## src/rtl/com_status_reg_gen.sv

```systemverilog
// Parametrised sticky/level status register with overflow tracking, rising-edge
// capture, saturating event counter and a maskable registered interrupt.
module com_status_reg_gen #(
    parameter int N_STICKY = 14,
    parameter int N_LEVEL  = 6,
    parameter int STATUS_W = 32,
    parameter int CNT_W    = 16
) (
    input  logic                fw_axi_clk,
    input  logic                fw_rst,
    input  logic                clear_all,
    input  logic                clear_w1c,
    input  logic [N_STICKY-1:0] clear_mask,
    input  logic [N_STICKY-1:0] event_i,
    input  logic [N_LEVEL-1:0]  level_i,
    input  logic [N_STICKY-1:0] irq_mask,
    output logic [STATUS_W-1:0] status_o,
    output logic [N_STICKY-1:0] overflow_o,
    output logic [N_LEVEL-1:0]  rise_o,
    output logic [CNT_W-1:0]    event_cnt_o,
    output logic                irq_o
);

    localparam int PC_W  = $clog2(N_STICKY + 1);
    localparam int SUM_W = (CNT_W + 1 > PC_W + 1) ? CNT_W + 1 : PC_W + 1;

    generate
        if (N_STICKY < 1 || N_LEVEL < 1 || CNT_W < 4 ||
            N_STICKY + N_LEVEL > STATUS_W) begin : g_param_err
            $error("com_status_reg_gen: illegal parameter combination");
        end
    endgenerate

    function automatic logic [SUM_W-1:0] popcount(input logic [N_STICKY-1:0] v);
        logic [SUM_W-1:0] n;
        n = '0;
        for (int i = 0; i < N_STICKY; i++) begin
            n = n + SUM_W'(v[i]);
        end
        return n;
    endfunction

    // Adds at full width and clamps to the all-ones counter value.
    function automatic logic [CNT_W-1:0] sat_add(input logic [CNT_W-1:0] cnt,
                                                 input logic [SUM_W-1:0] inc);
        logic [SUM_W-1:0] sum;
        sum = SUM_W'(cnt) + inc;
        if (sum > SUM_W'({CNT_W{1'b1}})) begin
            return {CNT_W{1'b1}};
        end
        return sum[CNT_W-1:0];
    endfunction

    logic [N_STICKY-1:0] sticky_p0;
    logic [N_STICKY-1:0] ovf_p0;
    logic [N_LEVEL-1:0]  level_p0;
    logic [N_LEVEL-1:0]  rise_p0;
    logic [CNT_W-1:0]    cnt_p0;
    logic                irq_p1;

    logic [N_STICKY-1:0] w1c;
    logic [N_STICKY-1:0] sticky_nxt;
    logic [N_STICKY-1:0] ovf_nxt;
    logic [N_LEVEL-1:0]  rise_nxt;
    logic [CNT_W-1:0]    cnt_nxt;
    logic                irq_nxt;

    always_comb begin
        w1c        = {N_STICKY{clear_w1c}} & clear_mask;
        sticky_nxt = event_i | (sticky_p0 & ~w1c);
        // A W1C in the same cycle acknowledges the old event, so no loss is flagged.
        ovf_nxt    = (event_i & sticky_p0 & ~w1c) | (ovf_p0 & ~w1c);
        rise_nxt   = rise_p0 | (level_i & ~level_p0);
        cnt_nxt    = sat_add(cnt_p0, popcount(event_i));
        irq_nxt    = (|(sticky_p0 & irq_mask)) | (|ovf_p0);
    end

    // Stage p0: capture events and levels
    always_ff @(posedge fw_axi_clk) begin
        if (fw_rst) begin
            sticky_p0 <= '0;
            ovf_p0    <= '0;
            level_p0  <= '0;
            rise_p0   <= '0;
            cnt_p0    <= '0;
        end else if (clear_all) begin
            sticky_p0 <= '0;
            ovf_p0    <= '0;
            level_p0  <= level_i;
            rise_p0   <= '0;
            cnt_p0    <= '0;
        end else begin
            sticky_p0 <= sticky_nxt;
            ovf_p0    <= ovf_nxt;
            level_p0  <= level_i;
            rise_p0   <= rise_nxt;
            cnt_p0    <= cnt_nxt;
        end
    end

    // Stage p1: interrupt from registered status
    always_ff @(posedge fw_axi_clk) begin
        if (fw_rst || clear_all) begin
            irq_p1 <= 1'b0;
        end else begin
            irq_p1 <= irq_nxt;
        end
    end

    always_comb begin
        status_o                     = '0;
        status_o[N_STICKY-1:0]       = sticky_p0;
        status_o[N_STICKY+:N_LEVEL]  = level_p0;
    end

    assign overflow_o  = ovf_p0;
    assign rise_o      = rise_p0;
    assign event_cnt_o = cnt_p0;
    assign irq_o       = irq_p1;

endmodule

```

## config.mk

```make
export PLATFORM = sky130hd
export DESIGN_NAME = com_status_reg_gen
export DESIGN_NICKNAME = d
export VERILOG_FILES = /design/src/rtl/com_status_reg_gen.sv
export SDC_FILE = /design/constraint.sdc
export NUM_CORES = 1
export LEC_CHECK = 0
export CAP_MARGIN = 20
export CORE_UTILIZATION = 42
export CTS_CLUSTER_SIZE = 28
export DETAILED_ROUTE_END_ITERATION = 6
export GPL_TIMING_DRIVEN = 1
export PLACE_DENSITY_LB_ADDON = 0.1
export SYNTH_ARGS = -nofsm -noshare
export SYNTH_HDL_FRONTEND = slang
export SYNTH_SLANG_ARGS = --single-unit
```

## constraint.sdc

```tcl
create_clock -name fw_axi_clk -period 6.06 [get_ports fw_axi_clk]
set_clock_uncertainty 0.1 [all_clocks]
set_input_delay 0.909 -clock fw_axi_clk [delete_from_list [all_inputs] [get_ports fw_axi_clk]]
set_output_delay 0.909 -clock fw_axi_clk [all_outputs]
set_load 0.01 [all_outputs]
```

==> results.tsv <==
metric	value	unit
fin_cells	487	
synthFlopType	dfxtp_1	
synth_seq_cells	57	
ir_drop	0.000227	V
swShare	30.9	%
grt_pass1_wl	10800	microns
crit_family	adder cells	
drive_gt1_share	5.83	%
fmax	0.194	GHz
max_cap_violations	0	
internal-power	0.000780	W
wire_per_inst	14.8	microns
routabilityCongestion	0.778	
ys_seq_area_share	42.2	%
maxSlewViolCount	0	
insertion_delay	0.33	ns
worstPathArrival	5.22	ns
startpoint_type	input port	
synthSimpleGateAreaFrac	19.1	%
postRouteAntennaNets	0	
clockBufferDepth	2	
p_clk_share	30.9	%
synth.cell_area	2710	sq um
diodes	0	
cts_hold_buf	0	
rows	28	
layout.nets	477	
cp_slowest_cell	fa_1	
cts_tree	yes	
cts_setup_buffers	0	
synth-compound-area-share	17.8	%
syn_inst	298	
synth.area.mux_share	0	%
place_area	3790	sq um
via_per_inst	5.22	
cts_resized	0	
async_flop_share	0	%
cp_cell_sequence	clkdlybuf4s50_1, fa_1, inv_1, fa_1, fa_1, fa_1, fa_1, inv_1, fa_1, a211o_1, a21oi_2, nor2_2, nand2_2, a311oi_1	
drc_errors	0	
slew_headroom	31.9	%
wirelength	7190	microns
design.core.area	6060	sq um
ys_warn_count	0	
cts_buffers	9	
critPathRequiredTime	6.13	ns
synth_xor_area_share	1.30	%
synth_top_family_by_area	simple AND/OR/NAND/NOR gates	
fin_crit	5.15	ns
grt_pass1_vias	2291	
whs	0.367	ns
area_delta_synth_final	47.2	%
antenna_found_initial	0	
cp_common_cell	fa_1	
htreeDepth	3	
start_util	44.6	%
status	finished clean	
r2r_start	event_cnt_o[0]$_SDFF_PP0_	
comb_power_share	32.8	%
fin_area	3980	sq um
period_share	85.0	%
hold_path.class	reg -> reg	
clk_pin_slew	0.06	ns
powerDensity	284	nW/um^2
max_stage_delay	0.59	ns
yosys.cell_types.count	49	
power.leakage	1.55	nW
tns	0	ns
setup_viol	0	
hold_violations	0	
grt-ovfl-total	0	
cts_root_buf	clkbuf_8	
seqPwrFrac	36.3	%
worstMarginPinSlew	1.02	ns
grt_max_degree	52	
clkSinkCount	57	
grtUsageTotal	21.8	%
criticalPathCategory	in -> reg	
vias	2543	
end_kind	register	
dr.pass1.iters	4	
rsz0062_at_grt	false	
die_area	6770	sq um
p_sw	0.000349	W
fp.dieW	82.3	microns
place_inst	471	
drt_iter0_markers	78	
crit_path_max_fanout	10	
num_io_pins	121	
min_from	rise_o[1]$_SDFF_PP0_	
synth_edf_count	0	
synth_adder_area_share	11.1	%
port_buffers	108	
synth_area_per_cell	9.08	sq um
critPathLaunch	event_i[0]	
die_y	82.3	microns
place_hpwl	5450	microns
timing.critical_path.buf_inv	3	
## path summary, 6_finish.rpt
| kind | endpoint | slack, ns | cells after the start |
|---|---|---|---|
| max | event_cnt_o[13]$_SDFF_PP0_ | 0.91 | 14 |
| max reg2reg | event_cnt_o[13]$_SDFF_PP0_ | 2.15 | 12 |
| min | rise_o[1]$_SDFF_PP0_ | 0.37 | 2 |
| min reg2reg | rise_o[1]$_SDFF_PP0_ | 0.37 | 2 |
## cell usage in the layout, fill, tap and decap left out, drive strengths merged, types with 4 or more instances in the layout
master         netlist  layout
nor3b               16      16
a21oi               50      50
nor2                28      28
clkdlybuf4s50        0     108
ha                   8       8
nand3                4       4
fa                  10      10
clkbuf               7      13
dfxtp               57      57
a311oi               4       4
nor2b                9       9
inv                 26      26
nand2               19      19
conb                 1      12
## registers in the layout, indices dropped and copies added, names as in the netlist
name	flops
sticky_p0	14
rise_o	6
overflow_o	14
level_p0	6
event_cnt_o	16
irq_o	1
## final cells by class
cell class	instances	area, sq um
Clock inverter	3	40.0
Timing Repair Buffer	108	1080
Clock buffer	13	149
Tap cell	75	93.8
Sequential cell	57	1140
Fill cell	528	2080
Inverter	26	97.6
Multi-Input combinational cell	205	1380
## cells by family (layout without fill, tap and decap cells)
logic type	after synthesis	in the layout
simple gates	95	95
fa+ha+maj	18	18
compound gates	76	76
other cells	1	12
flops	57	57
xor+xnor	4	4
buf+inv	47	150
## cells in the mapped netlist, types with 3 or more instances
master    instances  area (sq um)
inv_1            26          97.6
nor4_1            3          18.8
fa_1             10           200
a22oi_1           3          22.5
a21oi_1          49           245
nor2b_1           9          56.3
nor2_1           27           101
dfxtp_1          57          1140
a31oi_1           3          18.8
buf_4            13          97.6
clkbuf_1          7          26.3
nand2_1          17          63.8
nor3b_1          16           120
xnor2_1           3          26.3
nand3_1           4          20.0
nor3_1            3          15.0
a311oi_1          3          26.3
ha_1              8           100
## power by group through the flow
stage               registers, W  clock network, W  logic, W
finish                  0.000410          0.000349  0.000371
global route            0.000412          0.000378  0.000415
CTS                     0.000410          0.000358  0.000373
detailed placement      0.000418                 0  0.000370
global placement        0.000418                 0  0.000363
floorplan               0.000424                 0  0.000237
## worst reg2reg max path: stages (launching register included)
cell and delay [ns]:
dfxtp_1 0.37, inv_1 0.07, fa_1 0.57, fa_1 0.44
fa_1 0.51, fa_1 0.18, inv_1 0.05, fa_1 0.41
a211o_1 0.33, a21oi_2 0.26, nor2_2 0.13, nand2_2 0.20
a311oi_1 0.12
## routing by layer
layer / share of wire (%) / track usage [%] / vias to the layer above
li1: - / - / 1229
met1: 43 / 27.3 / 1198
met2: 47 / 33.1 / 99
met3: 7.1 / 6.15 / 17
met4: 2.8 / 12.8 / 0
met5: 0 / 0 / -
## through the flow
stage	power (W)	worst slack (ns)	util, %
after CTS	0.00114	0.915	65.7
final	0.00113	0.911	65.7
after global placement	0.000781	0.683	62.6
after floorplan	0.000661	1.39	-
after global routing	0.00120	0.716	65.7
after detailed placement	0.000788	0.557	62.6
Power figures use the tool's default switching activity.
